### config.mk
export PLATFORM = sky130hd
export DESIGN_NAME = speed_test_sequencer
export DESIGN_NICKNAME = d
export VERILOG_FILES = /design/src/rtl/speed_test_sequencer.sv
export SDC_FILE = /design/constraint.sdc
export NUM_CORES = 1
export LEC_CHECK = 0
export ABC_AREA = 1
export CAP_MARGIN = 10
export CORE_MARGIN = 5
export CORE_UTILIZATION = 30
export CTS_CLUSTER_SIZE = 24
export DETAILED_ROUTE_END_ITERATION = 12
export SYNTH_ARGS = -nofsm -noshare
export SYNTH_HDL_FRONTEND = slang
export SYNTH_SLANG_ARGS = --single-unit
### constraint.sdc
create_clock -name clk -period 6.2 [get_ports clk]
set_clock_uncertainty 0.1 [all_clocks]
set_input_delay 0.62 -clock clk [delete_from_list [all_inputs] [get_ports clk]]
set_output_delay 0.62 -clock clk [all_outputs]
set_load 0.01 [all_outputs]
### src/rtl/speed_test_sequencer.sv
// speed_test_sequencer: runs one ring-oscillator speed measurement and reads both counters back bytewise
module speed_test_sequencer #(
  parameter int TRIG_CYCLES   = 2,
  parameter int SETTLE_CYCLES = 3,
  parameter int MAX_DIFF      = 3,
  parameter int MIN_COUNT     = 10
) (
  input  logic        clk,
  input  logic        nrst,
  input  logic        start,
  input  logic [7:0]  dut_out,
  output logic        dut_nrst,
  output logic        dut_trig,
  output logic [2:0]  dut_sel,
  output logic [1:0]  dut_ring_en,
  output logic        busy,
  output logic        done,
  output logic [23:0] count0,
  output logic [23:0] count1,
  output logic [23:0] ticks0,
  output logic [23:0] ticks1,
  output logic [5:0]  err
);
  typedef enum logic [2:0] {IDLE, ARM, TRIG, SETTLE, CHECK, READ, EVAL, DONE} state_t;
  localparam logic [7:0]  TRIG_LAST   = 8'(TRIG_CYCLES - 1);
  localparam logic [7:0]  SETTLE_LAST = 8'(SETTLE_CYCLES - 1);
  localparam logic [23:0] MIN_C       = 24'(MIN_COUNT);
  localparam logic [23:0] MAX_D       = 24'(MAX_DIFF);
  state_t      state_q, state_d;
  logic [7:0]  cnt_q, cnt_d;
  logic [3:0]  rd_q, rd_d;
  logic [47:0] cap_q;
  logic [23:0] ticks0_q, ticks1_q, diff;
  logic [5:0]  err_q;
  logic        dut_nrst_q, dut_trig_q, busy_q, done_q;
  logic [2:0]  dut_sel_q, idx_d, sel_d;
  logic [1:0]  dut_ring_en_q;
  // Next-state and phase counters; rd counts SET/CAP half-cycles of the six-byte readout
  always_comb begin
    state_d = state_q;
    cnt_d   = cnt_q;
    rd_d    = rd_q;
    case (state_q)
      IDLE:    state_d = start ? ARM : IDLE;
      ARM:     begin state_d = TRIG; cnt_d = '0; end
      TRIG:    begin
        state_d = cnt_q == TRIG_LAST ? SETTLE : TRIG;
        cnt_d   = cnt_q == TRIG_LAST ? 8'd0 : cnt_q + 8'd1;
      end
      SETTLE:  begin
        state_d = cnt_q == SETTLE_LAST ? CHECK : SETTLE;
        cnt_d   = cnt_q + 8'd1;
      end
      CHECK:   begin state_d = READ; rd_d = '0; end
      READ:    begin
        state_d = rd_q == 4'd11 ? EVAL : READ;
        rd_d    = rd_q + 4'd1;
      end
      EVAL:    state_d = DONE;
      default: state_d = IDLE;
    endcase
    idx_d = rd_d[3:1];
    sel_d = idx_d < 3'd3 ? idx_d : idx_d + 3'd1;
    diff  = cap_q[23:0] >= cap_q[47:24] ? cap_q[23:0] - cap_q[47:24] : cap_q[47:24] - cap_q[23:0];
  end
  // State, registered macro controls decoded from the upcoming state, and result capture
  always_ff @(posedge clk or negedge nrst) begin
    if (!nrst) begin
      state_q       <= IDLE;
      cnt_q         <= '0;
      rd_q          <= '0;
      cap_q         <= '0;
      ticks0_q      <= '0;
      ticks1_q      <= '0;
      err_q         <= '0;
      dut_nrst_q    <= 1'b0;
      dut_trig_q    <= 1'b0;
      dut_sel_q     <= 3'b111;
      dut_ring_en_q <= 2'b00;
      busy_q        <= 1'b0;
      done_q        <= 1'b0;
    end else begin
      state_q       <= state_d;
      cnt_q         <= cnt_d;
      rd_q          <= rd_d;
      dut_nrst_q    <= state_d != IDLE;
      dut_trig_q    <= state_d == TRIG;
      dut_sel_q     <= state_d == READ ? sel_d : 3'b111;
      dut_ring_en_q <= state_d inside {ARM, TRIG, SETTLE, CHECK} ? 2'b11 : 2'b00;
      busy_q        <= state_d != IDLE;
      done_q        <= state_d == DONE;
      if (state_q == IDLE && start) begin
        cap_q    <= '0;
        ticks0_q <= '0;
        ticks1_q <= '0;
        err_q    <= '0;
      end
      if (state_q == ARM && dut_out[6]) err_q[5] <= 1'b1;
      if (state_q == CHECK && !dut_out[6]) err_q[4] <= 1'b1;
      if (state_q == READ && rd_q[0]) cap_q[{rd_q[3:1], 3'b000} +: 8] <= dut_out;
      if (state_q == EVAL) begin
        err_q[3:0] <= {cap_q[23:0] < MIN_C, cap_q[47:24] < MIN_C,
                       !cap_q[23] || !cap_q[47], diff > MAX_D};
        ticks0_q   <= ~cap_q[23:0];
        ticks1_q   <= ~cap_q[47:24];
      end
    end
  end
  assign dut_nrst    = dut_nrst_q;
  assign dut_trig    = dut_trig_q;
  assign dut_sel     = dut_sel_q;
  assign dut_ring_en = dut_ring_en_q;
  assign busy        = busy_q;
  assign done        = done_q;
  assign count0      = cap_q[23:0];
  assign count1      = cap_q[47:24];
  assign ticks0      = ticks0_q;
  assign ticks1      = ticks1_q;
  assign err         = err_q;
endmodule
==> metrics.md <==
| Metric | Value |
|---|---|
| Drt total wl | `a little under 30 mm` |
| Final setup margin | `roughly 2.7 ns` |
| Max-slew violations | `0` |
| Setup WS pre-CTS | `2.62 ns` |
| Total number of placement rows | `62` |
| Relative area change from synthesis to final layout | `25.1%` |
| Setup Crit Path Kind | `reg2reg` |
| Clock Pin Slew Worst Setup and Hold Paths | `0.07 ns` |
| Cell count after synthesis | `1268` |
| Overall via count from detail_route | `8486` |
| Initial drt markers | `roughly 630` |
| Crit-path leading delay family | `simple AND/OR/NAND/NOR gates` |
| Clock tree from TritonCTS | `built` |
| Number of distinct library cell variants in the gate-level netlist after synthesis | `42` |
| Initial antenna violation count | `1` |
| Netlist area before placement | `approximately 8700 um2` |
| Post-DR vias/cell | `4.76` |
| Number of remaining DRC errors | `0` |
| Final design utilization | `0.379` |
| First drt pass iteration count | `5` |
| Worst Path Buf+Inv | `3` |
| Cell area after placement | `10200 um2` |
| Worst slew margin relative to its limit | `0.326` |
| Via count of the first global-routing pass | `8386` |
| Share of the yosys chip area belonging to registers | `0.358` |
| Max-Cap Viols | `0` |
| Global-route wire length before repair | `46.0 mm` |
| Share of post-route cells with drive strength above 1 | `0.0537` |
| Hold bufs inserted after CTS | `0` |
| Grt total ovfl | `0` |
| Sw frac | `0.506` |
| Final Hold Fails | `0` |
| Arr. time, crit path | `around 3.8 ns` |
| Fin crit period | `3.55 ns` |
| Clk root buf | `sky130_fd_sc_hd__clkbuf_16` |
| Total of endpoints with negative setup slack in the final report | `0` |
| Worst Path Required | `6.46 ns` |
| Number of diodes added for antenna fixing | `0` |
| Power, Total | `between 6 and 7 mW` |
| Area of the core | `28600 um2` |
| Power density cells | `609 nW/um2` |
| Switching Power | `3.34 mW` |
| Global router's overall resource usage | `0.176` |
| Net count reported at finish | `1453` |
| Initial core utilization | `0.303` |
| Antenna-violating nets left | `0` |
| Sequence of cells on the critical path | `inv_1 -> ha_1 -> inv_1 -> fa_1 -> nand3_1 -> nand3_2 -> nand2_1 -> nand3_1 -> nand2_1 -> nand3_2 -> o21ai_0 -> inv_1 -> nand3_1 -> nor2_1 -> nand2_1 -> nand2_1 -> nand2_1` |
| Reported leakage power | `5.60 nW` |
| Startpoint Class | `register` |
| Area enclosed by the die boundary | `roughly 32000 um2` |
| Total CTS buffers | `17` |
| Clock net sink count | `124` |
| Post-DP HPWL | `around 22 mm` |
| CP dominant cell by count | `sky130_fd_sc_hd__nand2_1` |
| IO Count | `122` |
| Part of the power in the clock network | `0.157` |
| Chip Width | `roughly 180 um` |
| Sequential power share | `0.195` |
| Maximum net fanout on the critical path | `20` |
| Die Height | `between 150 and 200 um` |
| Fin Setup TNS | `0 ns` |
| Achievable clock frequency | `approximately 280 MHz` |
| Maximum clock path buffer count | `2` |
| IR Drop Worst-Case VDD | `267 uV` |
| Final cycle utilization of the critical path | `0.572` |
| H-tree levels | `4` |
| HP Class | `in2async` |
| Commonest non-fill, non-tap cell in the layout | `sky130_fd_sc_hd__nand2_1` |
| Pin count of the biggest net entering global routing | `78` |
| RSZ-0062 raised after global routing | `no` |
| Placer Congestion | `0.910` |
| Net Count, Synth | `1337` |
| Routed len/inst | `16.2 um` |
| Worst stage delay on the critical path | `0.60 ns` |
| Type of destination of the critical path | `register` |
| Post-CTS Resized | `0` |
| Latest clock arrival within the worst-skew pair | `between 0.4 and 0.5 ns` |
| Leading cell types in the layout, fill and taps excluded | `sky130_fd_sc_hd__nand2_1, sky130_fd_sc_hd__inv_1, sky130_fd_sc_hd__dfrtp_1` |
| Register bit total from synthesis | `124` |
| Slew at the pin closest to its max-slew limit | `1.01 ns` |
| Result of the run | `complete, no violations` |
| Port Buffers | `121` |
| Cell internal power dissipation | `3.27 mW` |
| Design Area, Final | `10900 um2` |
| Number of warnings issued by yosys | `0` |
| Fraction of power consumed by combinational cells | `0.648` |
| Average cell area after synthesis | `6.84 um2` |
| Post-CTS repair timing setup buffer count | `0` |
| Slowest CP cell | `sky130_fd_sc_hd__o21ai_0` |
cell type report:
class | instances | area (um2)
clock buffer | 22 | 474
clock inverter | 10 | 139
fill | 3000 | 17800
inverter | 225 | 845
multi-input combinational | 891 | 4570
sequential | 124 | 3110
tap | 384 | 480
timing repair buffer | 125 | 1240
state kept, by name (all words and copies together), names as in the netlist:
name	count
busy	1
cap_q	48
cnt_q	8
done	1
dut_ring_en	1
dut_sel	3
dut_trig	1
err	6
rd_q	4
state_q	3
ticks0	24
ticks1	24
final timing paths:
kind,cells past startpoint,slack (ns),from,endpoint
setup / recovery,17,2.65,cap_q[0]$_DFF_PN0_,err[0]$_DFFE_PN0P_
hold / removal,1,0.28,nrst,ticks0[16]$_DFFE_PN0P_
setup reg to reg,17,2.65,cap_q[0]$_DFF_PN0_,err[0]$_DFFE_PN0P_
hold reg to reg,2,0.38,ticks1[2]$_DFFE_PN0P_,ticks1[2]$_DFFE_PN0P_
max in group asynchronous,2,4.50,nrst,state_q[2]$_DFF_PN0_
min in group clk,2,0.38,ticks1[2]$_DFFE_PN0P_,ticks1[2]$_DFFE_PN0P_
Yosys cell counts (all sizes together):
| library cell | count | share of area |
|---|---|---|
| a21oi | 32 | 0.020 |
| a22o | 1 | 0.0010 |
| a32o | 1 | 0.0012 |
| and2 | 1 | 0.00072 |
| buf | 14 | 0.011 |
| clkbuf | 14 | 0.0061 |
| dfrtp | 121 | 0.35 |
| dfstp | 3 | 0.0091 |
| fa | 2 | 0.0046 |
| ha | 56 | 0.081 |
| inv | 225 | 0.097 |
| nand2 | 453 | 0.20 |
| nand3 | 82 | 0.049 |
| nand3b | 1 | 0.00087 |
| nand4 | 26 | 0.020 |
| nor2 | 73 | 0.037 |
| nor3 | 8 | 0.0065 |
| nor4 | 9 | 0.0065 |
| o211ai | 2 | 0.0017 |
| o21a | 2 | 0.0017 |
| o21ai | 85 | 0.049 |
| o21bai | 3 | 0.0026 |
| o22ai | 30 | 0.022 |
| o31ai | 2 | 0.0017 |
| o32ai | 1 | 0.0010 |
| o41ai | 2 | 0.0020 |
| or2 | 1 | 0.00072 |
| xnor2 | 4 | 0.0040 |
| xor2 | 14 | 0.014 |
cells by family (layout without fill, tap and decap cells):
logic type	count (synthesis)	count (layout)	share of synthesized area
compound gates	161	161	0.103
xor+xnor	18	18	0.0182
fa+ha+maj	58	58	0.0854
buf+inv	253	382	0.115
flops	124	124	0.358
simple gates	654	654	0.320
power groups by stage:
| stage | Combinational [mW] | Clock (mW) | Sequential [mW] |
|---|---|---|---|
| 2_1_floorplan | 2.83 | 0 | 1.35 |
| 3_3_place_gp | 4.26 | 0 | 1.30 |
| 3_5_place_dp | 4.29 | 0 | 1.30 |
| 4_1_cts | 4.31 | 1.05 | 1.29 |
| 5_1_grt | 4.84 | 1.09 | 1.33 |
| 6_report | 4.28 | 1.04 | 1.29 |
stage by stage:
stage | std cells | hold WS (ns)
global route | 1781 | 0.353
detailed placement | 1749 | 0.371
global placement | 1749 | 0.363
floorplan | 1268 | 0.224
CTS | 1781 | 0.308
finish | 1781 | 0.283
routing by layer:
metal | routed length (um) | vias to the layer above | global-route usage
li1 | - | 4225 | -
met1 | 12700 | 3999 | 0.228
met2 | 14000 | 220 | 0.301
met3 | 1500 | 40 | 0.0321
met4 | 722 | 2 | 0.0541
met5 | 7 | - | 0
No activity file was read; power rests on OpenSTA's default activity.
==> patch 1 (same flow settings) <==
Put a register stage on the output `count0`. The value now appears one clock later. The other outputs are not delayed to match.
--- a/src/rtl/speed_test_sequencer.sv
+++ b/src/rtl/speed_test_sequencer.sv
@@ -114,3 +114,5 @@
   assign done        = done_q;
-  assign count0      = cap_q[23:0];
+  always_ff @(posedge clk) begin
+    count0 <= cap_q[23:0];
+  end
   assign count1      = cap_q[47:24];
Behaviour: no difference found for any inputs over 10 cycles, from zero or initial values and one cycle with nrst low; that may be too few to reach the edited logic, so the function may still have changed.
==> patch 1 against the original RTL <==
  * Sequential cell count grew 24
  * Synthesized cell count grew 4.0%
  * Final area grew 5.2%
  * Hold slack lost 91 ps
  * Non-clock buffer count grew 1
  * Synthesized area grew 8.5%
  * First-iteration DRC count grew 16%
  * Worst setup slack gained 490 ps
  * Cell count grew 2.2%
  * Global-route usage shrank 0.58 points
  * Routed wire length grew 3.6%
  * Critical path type unchanged
  * Largest cell class unchanged
  * Highest routed layer is now met4
Power is not compared: it rests on default switching activity, and its combinational part moved more than twofold at a synthesized area within 25%.
==> patch 1: results (changes against the original RTL) <==
- Result of the run: completed
- Number of antenna violations at the first check in global routing: 0 (-1)
- Tot GR Track Use: 0.170 (-0.00582)
- Antenna Cells: 1 (+1)
- Detailed-route wire length on metal 1: 13500 um (+6.6%)
- Met3 GRT Util: 0.0308 (-0.00130)
- Global-route wire length before repair: 47900 um (+4.2%)
- Number of cells on the worst reg-to-reg path: 20 (+3)
- Iter 0 DRT Violations: 728 (+16%)
- Routed met2 length: 14300 um (+2.5%)
- Final Net Count: 1479 (+1.8%)
- Proportion of synthesized chip area in sequential cells: 0.381 (+0.0231)
- CP peak stage delay: 430 ps (-170 ps)
- Core ar.: 30700 um^2 (+7.4%)
- Fraction of layout cells with a size suffix above 1: 0.0647 (+0.0110)
- Layout sequential cell count: 148 (+19%)
- Total number of vias: 8754 (+3.2%)
- Final cycle utilization of the critical path: 0.492 (-0.0797)
- Layout buffering overhead excluding clock cells: 0.109 (-0.00498)
- Clock buf/inv share: 0.0527 (-0.00378)
- Clock buffers: 20 (-9.1%)
- Sum of net half-perimeters after detailed placement: 23400 um (+4.4%)
- Average wire per standard cell: 16.4 um (+1.4%)
- Arr. time, crit path: 3270 ps (-540 ps)
- Met2 usage: 0.288 (-0.0126)
- Met1 routing resource usage after global routing: 0.224 (-0.00394)
- Net count after synthesis: 1388 (+3.8%)
- Proportion of cell area occupied by multi-input gates: 0.406 (-0.0148)
- Cell with the biggest individual delay on the critical path: sky130_fd_sc_hd__fa_1
- Topmost layer with routed signal wires: met4
- Total number of multi-input combinational cells: 892 (+0.11%)
- Number of non-clock buffers in the layout: 126 (+0.80%)
- Number of distinct library cell variants in the gate-level netlist after synthesis: 44 (+4.8%)
- Placed Instance Area: 10800 um^2 (+5.6%)
- Sequential cell area: 3590 um^2 (+15%)
## patch 1: cell count changes in the layout (fill, tap and decap cells not counted), moves of 4 or more
cell / unedited run / this run
sky130_fd_sc_hd__nor2_2: 6 / 10
sky130_fd_sc_hd__nand4_1: 24 / 18
sky130_fd_sc_hd__inv_2: 10 / 6
sky130_fd_sc_hd__nand2_4: 1 / 5
sky130_fd_sc_hd__nand2_2: 6 / 12
sky130_fd_sc_hd__nand2_1: 446 / 422
sky130_fd_sc_hd__o21ai_0: 81 / 94
sky130_fd_sc_hd__a21oi_1: 29 / 40
sky130_fd_sc_hd__dfxtp_1: 0 / 24
sky130_fd_sc_hd__o21ai_1: 4 / 0
## patch 1: report_power, final
| group | internal (mW) | switching, mW | leakage [nW] |
|---|---|---|---|
| clock | 0.623 | 0.437 | 0.293 |
| combinational | 0.728 | 1.17 | 3.75 |
| sequential | 1.13 | 0.107 | 1.86 |
| total | 2.48 | 1.72 | 5.90 |
## patch 1: metrics by stage
step	util	instances	setup slack, ps	hold slack [ps]
6_report	0.371	1820	3150	192
5_1_grt	0.371	1819	2800	257
4_1_cts	0.371	1819	3170	220
3_5_place_dp	0.352	1787	3180	344
3_3_place_gp	0.352	1787	3260	325
2_1_floorplan	-	1319	3680	224
## patch 1: cells by family (layout without fill, tap and decap cells)
| group | count (synthesis) | after routing | synth area share |
|---|---|---|---|
| simple gates | 647 | 647 | 0.301 |
| fa+ha+maj | 58 | 58 | 0.0787 |
| xor+xnor | 15 | 15 | 0.0140 |
| buf+inv | 279 | 383 | 0.126 |
| flops | 148 | 148 | 0.381 |
| compound gates | 172 | 172 | 0.0985 |
| other cells | 0 | 1 | 0 |
==> patch 2 (same flow settings) <==
Made on the original files. `MIN_COUNT`: 10 -> 5.
--- a/src/rtl/speed_test_sequencer.sv
+++ b/src/rtl/speed_test_sequencer.sv
@@ -5,3 +5,3 @@
   parameter int MAX_DIFF      = 3,
-  parameter int MIN_COUNT     = 10
+  parameter int MIN_COUNT     = 5
 ) (
Check against the original RTL: same outputs for any inputs over 10 cycles, from zero or initial values and one cycle with nrst low; that may be too few to reach the edited logic, so the function may still have changed.
==> patch 2 against the original RTL <==
  * Count of clock-buffer cells in the layout did not move
  * Routed wire length rose by 1.3%
  * Global-route usage rose by 0.11 points
  * Final area rose by 1.4%
  * Synthesized cell count fell by 0.39%
  * Synthesized area rose by 1.1%
  * Sequential cell count did not move
  * Power fell by 1.7%
  * Critical path depth rose by 3
  * Worst setup slack improved by 610 ps
  * Largest cell class unchanged
==> patch 2: results (changes against the original RTL) <==
- Sum of net half-perimeters after detailed placement: 22800 um (+1.7%)
- Maximum net fanout on the critical path: 13 (-35%)
- Arr. time, crit path: 3160 ps (-650 ps)
- Leading post-synthesis cells by instance count: sky130_fd_sc_hd__nand2_1, sky130_fd_sc_hd__inv_1, sky130_fd_sc_hd__dfrtp_1, sky130_fd_sc_hd__o21ai_0, sky130_fd_sc_hd__nand3_1
- Lkg Pwr: 5.67 nW (+1.3%)
- First drt pass iteration count: 5 (unchanged)
- Global-route wire length before repair: 46500 um (+1.1%)
- Met2 usage: 0.300 (-0.000907)
- Hold WS: 112 ps (-171 ps)
- Net count after synthesis: 1332 (-0.37%)
- Register share of total power: 0.189 (-0.006)
- Peak supply drop: 0.240 mV (-10%)
- WL final: 29200 um (+1.3%)
- Largest register FFs: 48 (unchanged)
- Total chip power: 6.50 mW (-1.7%)
- Iter 0 DRT Violations: 755 (+20%)
- Met1 routing resource usage after global routing: 0.229 (+0.00145)
- Power Internal: 3.26 mW (-0.34%)
- Avg Synthesized Cell Area: 6.94 um^2 (+1.5%)
- Maximum buffer depth of the clock tree: 2 (unchanged)
- Cell types with the largest area share after synthesis: sky130_fd_sc_hd__dfrtp_1, sky130_fd_sc_hd__nand2_1, sky130_fd_sc_hd__inv_1
- Number of distinct library cell variants in the gate-level netlist after synthesis: 45 (+7.1%)
- RD Place Congestion: 0.939 (+3.2%)
- Fraction of layout cells with a size suffix above 1: 0.0703 (+0.0166)
- Vias in the first global route: 8419 (+0.39%)
- Placed Instance Area: 10400 um^2 (+1.2%)
- Total number of vias: 8570 (+0.99%)
- Result of the run: completed
- Clock network power share: 0.167 (+0.010)
- Cell with the biggest individual delay on the critical path: sky130_fd_sc_hd__dfrtp_1
- Final Net Count: 1450 (-0.21%)
- Tot GR Track Use: 0.177 (+0.00113)
- Number of antenna violations at the first check in global routing: 0 (-1)
- Number of cells on the worst reg-to-reg path: 20 (+3)
- Via density: 4.82 (+1.2%)
- Detailed-route wire length on metal 1: 12800 um (+1.4%)
- Proportion of synthesized chip area in sequential cells: 0.354 (-0.00394)
- Tightest Pin Transition: 1010 ps (-3.04 ps)
- Number of placed instances, taps included: 1746 (-0.17%)
- Routed met2 length: 14100 um (+0.56%)
- CP peak stage delay: 460 ps (-140 ps)
-- patch 2: changes by cell type after synthesis, sizes merged, moves of 2 or more --
| cell | unedited run | this run |
|---|---|---|
| a21oi | 32 | 38 |
| o21ai | 85 | 91 |
| nand3 | 82 | 85 |
| buf | 14 | 8 |
| clkbuf | 14 | 18 |
| xnor2 | 4 | 2 |
| o31ai | 2 | 0 |
| nand4 | 26 | 17 |
| o211ai | 2 | 0 |
| nor4 | 9 | 13 |
| nor3 | 8 | 11 |
| xor2 | 14 | 16 |
| nand2 | 453 | 438 |
-- patch 2: worst max-delay path by stage --
stage                  startpoint  cells past startpoint            endpoint  slack (ps)
5_1_grt        cap_q[0]$_DFF_PN0_                     20  err[0]$_DFFE_PN0P_        2940
6_report       cap_q[0]$_DFF_PN0_                     20  err[0]$_DFFE_PN0P_        3270
4_1_cts        cap_q[0]$_DFF_PN0_                     20  err[0]$_DFFE_PN0P_        3280
2_1_floorplan  cap_q[0]$_DFF_PN0_                     21  err[0]$_DFFE_PN0P_        3620
3_5_place_dp   cap_q[0]$_DFF_PN0_                     20  err[0]$_DFFE_PN0P_        3270
3_3_place_gp   cap_q[0]$_DFF_PN0_                     20  err[0]$_DFFE_PN0P_        3320
-- patch 2: kinds of logic after synthesis --
group | after synthesis | share of synthesized area
AND/OR/NAND/NOR | 640 | 0.324
adder cells (fa/ha/maj) | 58 | 0.0845
XOR/XNOR | 18 | 0.0180
AO/OA/AOI/OAI | 172 | 0.108
flip-flops | 124 | 0.354
buffers and inverters | 251 | 0.111
-- patch 2: worst register-to-register path: stages (launching register included) --
cell and delay (ps):
sky130_fd_sc_hd__dfrtp_1 460, sky130_fd_sc_hd__inv_1 90, sky130_fd_sc_hd__ha_1 140, sky130_fd_sc_hd__inv_1 90, sky130_fd_sc_hd__fa_1 450, sky130_fd_sc_hd__nand3_1 110
sky130_fd_sc_hd__nand3_2 120, sky130_fd_sc_hd__nand2_1 120, sky130_fd_sc_hd__nand3_2 90, sky130_fd_sc_hd__nand2_4 120, sky130_fd_sc_hd__inv_2 60, sky130_fd_sc_hd__nor2_4 270
sky130_fd_sc_hd__nand2_1 90, sky130_fd_sc_hd__nand2_1 80, sky130_fd_sc_hd__nand2_1 50, sky130_fd_sc_hd__nor2_1 80, sky130_fd_sc_hd__nand2_1 60, sky130_fd_sc_hd__nor2_1 110
sky130_fd_sc_hd__nand2_1 60, sky130_fd_sc_hd__nand2_1 50, sky130_fd_sc_hd__nand2_1 50
-- patch 2: final cells by class --
| cell class | instances | area, um^2 |
|---|---|---|
| clock buffers | 22 | 474 |
| repair buffers | 125 | 1240 |
| clock inverters | 10 | 163 |
| flip-flops and latches | 124 | 3110 |
| fillers | 2949 | 17800 |
| multi-input cells | 888 | 4690 |
| well taps | 384 | 480 |
| inverters | 225 | 845 |
